## src/rtl/elm_pkg.sv

```systemverilog
// Shared definitions for the ELM hidden-layer engine: weight LFSR, its step
// function and the controller state encoding.
package elm_pkg;

   localparam int LFSR_W = 16;
   localparam logic [LFSR_W-1:0] LFSR_SEED_DEFAULT = 16'h37DD;

   localparam int TAP_A = 5;
   localparam int TAP_B = 3;
   localparam int TAP_C = 2;
   localparam int TAP_D = 0;

   typedef logic [LFSR_W-1:0] lfsr_t;

   typedef enum logic [1:0] {
      IDLE,
      ACCUM,
      EMIT,
      DONE
   } state_t;

   // One step: feedback shifted in at the top, then the result is folded with
   // its own one-bit rotation to spread the weight bits.
   function automatic lfsr_t lfsr_next(input lfsr_t s);
      lfsr_t x;
      x = {s[TAP_A] ^ s[TAP_B] ^ s[TAP_C] ^ s[TAP_D], s[LFSR_W-1:1]};
      return x ^ {x[0], x[LFSR_W-1:1]};
   endfunction

endpackage

```

## src/rtl/elm_hidden_layer_engine_if.sv

```systemverilog
// Start/result handshake bundle between the image loader, the hidden-layer
// engine and the output-layer MAC.
interface elm_hidden_layer_engine_if #(
   parameter int IN_BITS  = 256,
   parameter int ACC_BITS = 21,
   parameter int IDX_BITS = 9
);

   logic                start;
   logic [IN_BITS-1:0]  image_data;
   logic                busy;
   logic                h_valid;
   logic                h_ready;
   logic [ACC_BITS-1:0] h_data;
   logic [IDX_BITS-1:0] h_index;
   logic                done;

   modport master (
      output start, image_data, h_ready,
      input  busy, h_valid, h_data, h_index, done
   );

   modport slave (
      input  start, image_data, h_ready,
      output busy, h_valid, h_data, h_index, done
   );

endinterface

```

## src/rtl/elm_lfsr_unroll.sv

```systemverilog
// Combinational LFSR unroll: the LANES weights for this cycle and the state
// LANES steps ahead.
module elm_lfsr_unroll
   import elm_pkg::*;
#(
   parameter int LANES = 1
) (
   input  lfsr_t              state_i,
   output lfsr_t [LANES-1:0]  weights_o,
   output lfsr_t              next_o
);

   lfsr_t walk;

   // Lane k sees the state advanced k times, so lane 0 pairs with the lowest pixel
   always_comb begin
      walk      = state_i;
      weights_o = '0;
      for (int k = 0; k < LANES; k++) begin
         weights_o[k] = walk;
         walk         = lfsr_next(walk);
      end
      next_o = walk;
   end

endmodule

```

## src/rtl/elm_hidden_layer_engine.sv

```systemverilog
// ELM hidden layer: accumulates LFSR weights over the set pixels of a binary
// image for each hidden node and streams act(sum) out over valid/ready.
module elm_hidden_layer_engine
   import elm_pkg::*;
#(
   parameter int    IN_BITS   = 256,
   parameter int    HIDDEN    = 300,
   parameter int    LANES     = 1,
   parameter int    W_BITS    = 16,
   parameter int    ACC_BITS  = 21,
   parameter lfsr_t LFSR_SEED = LFSR_SEED_DEFAULT,
   parameter bit    RELU_EN   = 1'b1,
   parameter bit    SATURATE  = 1'b0
) (
   input logic                       clock,
   input logic                       reset,
   elm_hidden_layer_engine_if.slave  bus
);

   localparam int CNT_BITS = $clog2(IN_BITS + 1);
   localparam int IDX_BITS = (HIDDEN > 1) ? $clog2(HIDDEN) : 1;
   localparam logic [CNT_BITS-1:0] CNT_LAST = CNT_BITS'(IN_BITS - LANES);
   localparam logic [IDX_BITS-1:0] IDX_LAST = IDX_BITS'(HIDDEN - 1);
   localparam logic signed [ACC_BITS-1:0] ACC_MAX = {1'b0, {(ACC_BITS-1){1'b1}}};
   localparam logic signed [ACC_BITS-1:0] ACC_MIN = {1'b1, {(ACC_BITS-1){1'b0}}};

   state_t                     state_q, state_d;
   lfsr_t                      lfsr_q, lfsr_d, lfsr_adv;
   lfsr_t [LANES-1:0]          weights;
   logic signed [ACC_BITS-1:0] acc_q, acc_d, acc_sum;
   logic [IN_BITS-1:0]         img_q, img_d;
   logic [CNT_BITS-1:0]        cnt_q, cnt_d;
   logic [IDX_BITS-1:0]        node_q, node_d;
   logic [IDX_BITS-1:0]        h_index_q, h_index_d;
   logic [ACC_BITS-1:0]        h_data_q, h_data_d;
   logic                       busy_q, busy_d;
   logic                       h_valid_q, h_valid_d;
   logic                       done_q, done_d;
   logic [LANES-1:0]           lane_bits;

   function automatic logic signed [ACC_BITS-1:0] widen(input lfsr_t w);
      return {{(ACC_BITS-W_BITS){w[W_BITS-1]}}, w[W_BITS-1:0]};
   endfunction

   // One extra bit exposes signed overflow; clamp it or let it wrap.
   function automatic logic signed [ACC_BITS-1:0] sat_add(
      input logic signed [ACC_BITS-1:0] a,
      input logic signed [ACC_BITS-1:0] b
   );
      logic signed [ACC_BITS:0] s;
      s = {a[ACC_BITS-1], a} + {b[ACC_BITS-1], b};
      if (SATURATE && (s[ACC_BITS] != s[ACC_BITS-1]))
         return s[ACC_BITS] ? ACC_MIN : ACC_MAX;
      return s[ACC_BITS-1:0];
   endfunction

   function automatic logic [ACC_BITS-1:0] act(input logic signed [ACC_BITS-1:0] v);
      return (RELU_EN && v[ACC_BITS-1]) ? '0 : v;
   endfunction

   elm_lfsr_unroll #(.LANES(LANES)) u_unroll (
      .state_i   (lfsr_q),
      .weights_o (weights),
      .next_o    (lfsr_adv)
   );

   // Pixels are MSB-first, so lane_bits[LANES-1] is pixel cnt_q.
   assign lane_bits = LANES'(img_q >> (CNT_LAST - cnt_q));

   always_comb begin
      acc_sum = acc_q;
      for (int k = 0; k < LANES; k++) begin
         if (lane_bits[LANES-1-k])
            acc_sum = sat_add(acc_sum, widen(weights[k]));
      end
   end

   // Controller; every output is registered and set on the transition that
   // enters the state in which it must be visible.
   always_comb begin
      state_d   = state_q;
      lfsr_d    = lfsr_q;
      acc_d     = acc_q;
      img_d     = img_q;
      cnt_d     = cnt_q;
      node_d    = node_q;
      h_index_d = h_index_q;
      h_data_d  = h_data_q;
      busy_d    = busy_q;
      h_valid_d = h_valid_q;
      done_d    = 1'b0;
      case (state_q)
         IDLE: begin
            if (bus.start) begin
               img_d   = bus.image_data;
               lfsr_d  = LFSR_SEED;
               acc_d   = '0;
               cnt_d   = '0;
               node_d  = '0;
               busy_d  = 1'b1;
               state_d = ACCUM;
            end
         end
         ACCUM: begin
            acc_d  = acc_sum;
            lfsr_d = lfsr_adv;
            cnt_d  = cnt_q + CNT_BITS'(LANES);
            if (cnt_q == CNT_LAST) begin
               state_d   = EMIT;
               h_valid_d = 1'b1;
               h_data_d  = act(acc_sum);
               h_index_d = node_q;
            end
         end
         EMIT: begin
            if (bus.h_ready) begin
               h_valid_d = 1'b0;
               acc_d     = '0;
               cnt_d     = '0;
               if (node_q == IDX_LAST) begin
                  state_d = DONE;
                  busy_d  = 1'b0;
                  done_d  = 1'b1;
               end else begin
                  node_d  = node_q + IDX_BITS'(1);
                  state_d = ACCUM;
               end
            end
         end
         DONE: begin
            state_d = IDLE;
         end
         default: begin
            state_d = IDLE;
         end
      endcase
   end

   always_ff @(posedge clock or negedge reset) begin
      if (!reset) begin
         state_q   <= IDLE;
         lfsr_q    <= LFSR_SEED;
         acc_q     <= '0;
         img_q     <= '0;
         cnt_q     <= '0;
         node_q    <= '0;
         h_index_q <= '0;
         h_data_q  <= '0;
         busy_q    <= 1'b0;
         h_valid_q <= 1'b0;
         done_q    <= 1'b0;
      end else begin
         state_q   <= state_d;
         lfsr_q    <= lfsr_d;
         acc_q     <= acc_d;
         img_q     <= img_d;
         cnt_q     <= cnt_d;
         node_q    <= node_d;
         h_index_q <= h_index_d;
         h_data_q  <= h_data_d;
         busy_q    <= busy_d;
         h_valid_q <= h_valid_d;
         done_q    <= done_d;
      end
   end

   assign bus.busy    = busy_q;
   assign bus.h_valid = h_valid_q;
   assign bus.h_data  = h_data_q;
   assign bus.h_index = h_index_q;
   assign bus.done    = done_q;

endmodule

```

## src/flat_wrapper.sv

```systemverilog
// flat-port wrapper written by rule: the top's interface ports become plain ports
module elm_hidden_layer_engine_flat import elm_pkg::*;
#(
   parameter int    IN_BITS   = 256,
   parameter int    HIDDEN    = 300,
   parameter int    LANES     = 1,
   parameter int    W_BITS    = 16,
   parameter int    ACC_BITS  = 21,
   parameter lfsr_t LFSR_SEED = LFSR_SEED_DEFAULT,
   parameter bit    RELU_EN   = 1'b1,
   parameter bit    SATURATE  = 1'b0
)
  (clock, reset, bus_start, bus_image_data, bus_h_ready, bus_busy, bus_h_valid, bus_h_data, bus_h_index, bus_done);
  elm_hidden_layer_engine_if #(.IN_BITS(IN_BITS), .ACC_BITS(ACC_BITS)) bus_i ();
  input logic clock;
  input logic reset;
  input wire logic [$bits(bus_i.start)-1:0] bus_start;
  input wire logic [$bits(bus_i.image_data)-1:0] bus_image_data;
  input wire logic [$bits(bus_i.h_ready)-1:0] bus_h_ready;
  output wire logic [$bits(bus_i.busy)-1:0] bus_busy;
  output wire logic [$bits(bus_i.h_valid)-1:0] bus_h_valid;
  output wire logic [$bits(bus_i.h_data)-1:0] bus_h_data;
  output wire logic [$bits(bus_i.h_index)-1:0] bus_h_index;
  output wire logic [$bits(bus_i.done)-1:0] bus_done;
  assign bus_i.start = bus_start;
  assign bus_i.image_data = bus_image_data;
  assign bus_i.h_ready = bus_h_ready;
  assign bus_busy = bus_i.busy;
  assign bus_h_valid = bus_i.h_valid;
  assign bus_h_data = bus_i.h_data;
  assign bus_h_index = bus_i.h_index;
  assign bus_done = bus_i.done;
  elm_hidden_layer_engine #(.IN_BITS(IN_BITS), .HIDDEN(HIDDEN), .LANES(LANES), .W_BITS(W_BITS), .ACC_BITS(ACC_BITS), .LFSR_SEED(LFSR_SEED), .RELU_EN(RELU_EN), .SATURATE(SATURATE)) u_core (.clock(clock), .reset(reset), .bus(bus_i));
endmodule
```

## config.mk

```make
export PLATFORM = sky130hd
export DESIGN_NAME = elm_hidden_layer_engine_flat
export DESIGN_NICKNAME = d
export VERILOG_FILES = /design/src/rtl/elm_pkg.sv /design/src/rtl/elm_hidden_layer_engine_if.sv /design/src/rtl/elm_lfsr_unroll.sv /design/src/rtl/elm_hidden_layer_engine.sv /design/src/flat_wrapper.sv
export SDC_FILE = /design/constraint.sdc
export NUM_CORES = 1
export LEC_CHECK = 0
export BUFFER_PORTS_ARGS = -buffer_cell sky130_fd_sc_hd__buf_2
export CORE_ASPECT_RATIO = 0.8
export CORE_MARGIN = 2
export CORE_UTILIZATION = 40
export CTS_BUF_LIST = sky130_fd_sc_hd__clkbuf_16
export DETAILED_ROUTE_END_ITERATION = 10
export GPL_ROUTABILITY_DRIVEN = 0
export HOLD_SLACK_MARGIN = 0.08
export PLACE_DENSITY = 0.65
export SLEW_MARGIN = 20
export SYNTH_ARGS = -nofsm -noshare
export SYNTH_HDL_FRONTEND = slang
export SYNTH_SLANG_ARGS = --single-unit
```

## constraint.sdc

```tcl
create_clock -name clock -period 9 [get_ports clock]
set_clock_uncertainty 0.2 [all_clocks]
set_input_delay 0 -clock clock [delete_from_list [all_inputs] [get_ports clock]]
set_output_delay 0 -clock clock [all_outputs]
set_load 0.005 [all_outputs]
```

==> results of run 1 <==
logic make-up after synthesis:
logic type	Yosys count
flip-flops	345
adder cells (fa/ha/maj)	23
buffers and inverters	88
AO/OA/AOI/OAI	159
other	1
multiplexers	370
XOR/XNOR	47
AND/OR/NAND/NOR	176
through the flow:
| stage | util | cells | area (sq um) | hold WS, ns | setup WS, ns |
|---|---|---|---|---|---|
| floorplan | - | 1209 | 16390 | -0.4956 | 5.895 |
| global placement | 0.4519 | 1986 | 18320 | 0.008384 | 4.459 |
| detailed placement | 0.4519 | 1986 | 18320 | 0.003636 | 4.417 |
==> impl_metrics.toml, run 1 <==
[clock_network]
cts_root_buf = "clkbuf_16"
cts_buffers = 37
cts_setup_buffers = 0
clock_sinks = 345
cts_resized = 0
htree_levels = 2
clock_path_buffers = 3
holdBufCountCts = 412

[yosys]
synth_mux_area_frac = 0.2893
synth_top_family_by_area = "multiplexers"
yosysTopAreaCell = "dfrtp_1"
synth_top_area_share = 0.5100
dominantRegCellSynth = "dfrtp_1"
ys_seq_elements = 345
yosys_warnings = 0
yosysUniqueCellTypes = 62
yosys.cell_count.top_type = "dfrtp_1"
postSynthAreaPerCell_sq_um = 13.56
ys_seq_area_frac = 0.5276
synthTopCellsByArea = "dfrtp_1, mux2_2, mux4_2"
ys_top_cells_by_count = "dfrtp_1, mux2_2, mux4_2"
synth_compound_area_frac = 0.06428
synth_fp_nets = 1492
synth_edf_count = 0
synthXorXnorAreaFrac = 0.02512
synth_area_sq_um = 16390
async_flop_share = 1.000
yosys.area_share.simple = 0.05138
synth_cells = 1209
synth_fa_ha_area_frac = 0.01802

[die]
io_pins = 293
die_h_um = 185.1
die_x_um = 230.3
start_util = 0.4042
num_rows = 66

[placement]
hpwl_mm = 29.91
io_buffers = 291

[status]
error_line = "[ERROR RSZ-0060] Max buffer count reached."
status = "stopped before the end"
haltStage = "4_1_cts"
==> run 2, diff against run 1 <==
- CORE_ASPECT_RATIO: 0.8 -> default
- CORE_UTILIZATION: 40 -> 25
- CTS_BUF_LIST: sky130_fd_sc_hd__clkbuf_16 -> default
- HOLD_SLACK_MARGIN: 0.08 -> default
- PLACE_DENSITY: 0.65 -> default
- PLACE_DENSITY_LB_ADDON: default -> 0.15
==> impl_metrics.toml, run 2 <==
[yosys]
synth_fp_nets = 1492
yosys_warnings = 0
dominantRegCellSynth = "dfrtp_1"
synth_area_sq_um = 16390
ys_seq_area_frac = 0.5276
synth_edf_count = 0
yosysUniqueCellTypes = 62
ys_top_cells_by_count = "dfrtp_1, mux2_2, mux4_2"
yosys.cell_count.top_type = "dfrtp_1"
yosysTopAreaCell = "dfrtp_1"
postSynthAreaPerCell_sq_um = 13.56
synth_cells = 1209
async_flop_share = 1.000
synth_top_area_share = 0.5100
synthTopCellsByArea = "dfrtp_1, mux2_2, mux4_2"
ys_seq_elements = 345

[setup_path]
cp-end-kind = "register"
cp.required_ns = 9.20
setup.worst_path.class = "register to register"
cp_top_family = "multiplexers"
rr_startpoint = "u_core.cnt_q[0]"
cp_num_buf_inv = 2
crit_cells = 11
arrival_ns = 5.50
critPathMaxStageDelay_ns = 0.85
crit_fanout = 35
cp_cell_sequence = "buf_4 -> mux4_2 -> mux4_2 -> nor2_1 -> a311oi_1 -> o41ai_2 -> o2bb2ai_2 -> buf_4 -> nor3b_2 -> mux2i_2 -> o21ai_1"
crit_start = "u_core.cnt_q[0]"
cp-endpoint = "u_core.bus.h_data[19]"
worst_path_max_delay_cell = "dfrtp_4"
r2r_slack_ns = 3.70
reg2reg_to = "u_core.bus.h_data[19]"
reg2reg_depth = 11
setup.worst_path.start_class = "register"

[flow_run]
maxCapViolCount = 0

[timing]
min_period_ns = 5.299
drv_slew = 0
relSlewSlack = 0.2810
rsz0062_at_grt = "no"
final-hold-violation-count = 0
finalCritPeriodShare = 0.5888
fmaxAchievable_ghz = 0.1887
whs_ns = 0.02360
fin_tns_setup_ns = 0
worstMarginPinSlew_ns = 1.079
setup_viol = 0

[power]
power_density_nw_per_um2 = 322.0
p_leak_uw = 0.01074
max-vdd-ir-drop_mv = 0.1853
p_total_uw = 7980

[clock_network]
clock_path_buffers = 3
holdBufCountCts = 454
cts_tree = "yes"
cts_buffers = 43
cts_root_buf = "clkbuf_16"
htree_levels = 2
cts.clk_slew.worst_paths_ns = 0.06
cts_resized = 0
clk_latency_ns = 0.57
cts_setup_buffers = 0
clock_sinks = 345

[die]
fp.dieArea_sq_um = 67620
io_pins = 293
die_x_um = 260.0
core-area_sq_um = 64580
start_util = 0.2538
die_h_um = 260.0
num_rows = 93

[min_path]
hold_path_depth = 3
min-delay-path-class = "input pin to register"

[drt]
wl_met2_mm = 25.70
antenna_left = 0
vias = 12614
drt-met1-wl_mm = 22.64
wl_per_cell_um = 18.35
first_pass_iters = 4
wl_met3_mm = 2.418
via_per_inst = 4.457
drcViolationCount = 0
first_iter_violations = 467
highest_layer = "met5"
drt_wl_total_mm = 51.93

[cells_and_area]
nNetsFinal = 2221
drive_above_1_share = 0.3688
final_common_cell = "dlygate4sd3_1"
final_cell_mix = "dlygate4sd3_1, dfrtp_1, buf_2"
regMostFlops = "u_core.img_q"
fin_area_sq_um = 24780
largest_reg_flops = 256
area_growth_pct = 51.19

[grt]
grtUsageTotal = 0.1541
grt_pass1_vias = 13889
antenna_found_initial = 18
grt_overflow = 0
grt_pass1_wl_mm = 80.87
grt_max_degree = 172

[placement]
io_buffers = 291
dpl_cell_area_sq_um = 18740
hpwl_mm = 34.74

[status]
status = "finished, final reports clean"
## run 2: cell counts after synthesis
Identical to the previous run, type by type.
## run 2: per-stage QoR
step	std cells	setup slack (ns)	util
floorplan	1209	5.895	-
global placement	2294	3.637	0.2901
detailed placement	2294	3.564	0.2901
CTS	2821	3.519	0.3834
global route	2828	3.201	0.3836
finish	2830	3.701	0.3837
## run 2: per-layer routing
layer | GRT usage | vias up
met5 | 0 | -
met4 | 0.03927 | 18
met3 | 0.03275 | 91
met2 | 0.2654 | 242
met1 | 0.1958 | 6355
li1 | - | 5908
## run 2: power by group
part	internal, uW	leakage [uW]	switching, uW
registers	2280	0.00415	548
clock network	1090	0.000717	691
logic	1820	0.00587	1540
total	5200	0.0107	2780
## run 2: worst min-delay path by stage
stage,endpoint,startpoint
global route,u_core.img_q[185],bus_image_data[185]
detailed placement,u_core.node_q[4],reset
finish,u_core.img_q[177],bus_image_data[177]
global placement,u_core.bus.h_index[5],reset
CTS,u_core.img_q[7],bus_image_data[7]
floorplan,u_core.acc_q[0],reset
## run 2: layout make-up
class                   instances  area (sq um)
flip-flops and latches        345          8655
repair buffers                757          6143
diodes                          9         22.52
clock buffers                  62          1277
fillers                      6289         39800
well taps                     855          1070
clock inverters                11         180.2
inverters                      15         56.30
multi-input cells             776          7376
## run 2: worst reg2reg max path: stages, from the launching register on
cell and delay, ns:
dfrtp_4 0.85, buf_4 0.67, mux4_2 0.63, mux4_2 0.54, nor2_1 0.11, a311oi_1 0.07, o41ai_2 0.43, o2bb2ai_2 0.14
buf_4 0.27, nor3b_2 0.25, mux2i_2 0.82, o21ai_1 0.17
## run 2: logic make-up after synthesis
| logic type | after synthesis | share of synthesized area |
|---|---|---|
| other | 1 | 0.0002288 |
| XOR/XNOR | 47 | 0.02512 |
| buffers and inverters | 88 | 0.02405 |
| AND/OR/NAND/NOR | 176 | 0.05138 |
| AO/OA/AOI/OAI | 159 | 0.06428 |
| flip-flops | 345 | 0.5276 |
| adder cells (fa/ha/maj) | 23 | 0.01802 |
| multiplexers | 370 | 0.2893 |
No activity file was read; power rests on OpenSTA's default activity.
==> run 3, diff against run 2 <==
- clock period: 9 -> 5.5 ns (I/O delays scaled with it)
==> impl_metrics.toml, run 3 <==
[yosys]
yosys.cell_count.top_type = "dfrtp_1"
synth_top_area_share = 0.5100
ys_seq_area_frac = 0.5276
yosysUniqueCellTypes = 62
ys_seq_elements = 345
synth_fp_nets = 1492
synthTopCellsByArea = "dfrtp_1, mux2_2, mux4_2"
synth_cells = 1209
async_flop_share = 1.000
yosysTopAreaCell = "dfrtp_1"
synth_area_sq_um = 16390
ys_top_cells_by_count = "dfrtp_1, mux2_2, mux4_2"
yosys_warnings = 0
dominantRegCellSynth = "dfrtp_1"
postSynthAreaPerCell_sq_um = 13.56
synth_edf_count = 0

[placement]
hpwl_mm = 34.83
placed_cells = 2301
io_buffers = 291

[clock_network]
cts_resized = 0
htree_levels = 2
cts_setup_buffers = 0
clock_path_buffers = 3
cts_buffers = 45
holdBufCountCts = 479
clock_sinks = 345
cts_root_buf = "clkbuf_16"

[die]
start_util = 0.2538
die_h_um = 260.0
io_pins = 293
num_rows = 93
die_x_um = 260.0

[status]
error_line = "[ERROR RSZ-0060] Max buffer count reached."
haltStage = "4_1_cts"
status = "stopped before the end"
run 3: stage by stage:
stage            util  setup WS (ns)  hold slack [ns]  cell area [sq um]
3_5_place_dp   0.2910          1.149          -0.1402              18800
3_3_place_gp   0.2910          1.184          -0.1371              18800
2_1_floorplan       -          2.395          -0.4956              16390
run 3: cells by family after synthesis:
logic type      share of synthesized area
fa+ha+maj                         0.01802
compound gates                    0.06428
simple gates                      0.05138
flops                              0.5276
buf+inv                           0.02405
other cells                     0.0002288
xor+xnor                          0.02512
mux                                0.2893
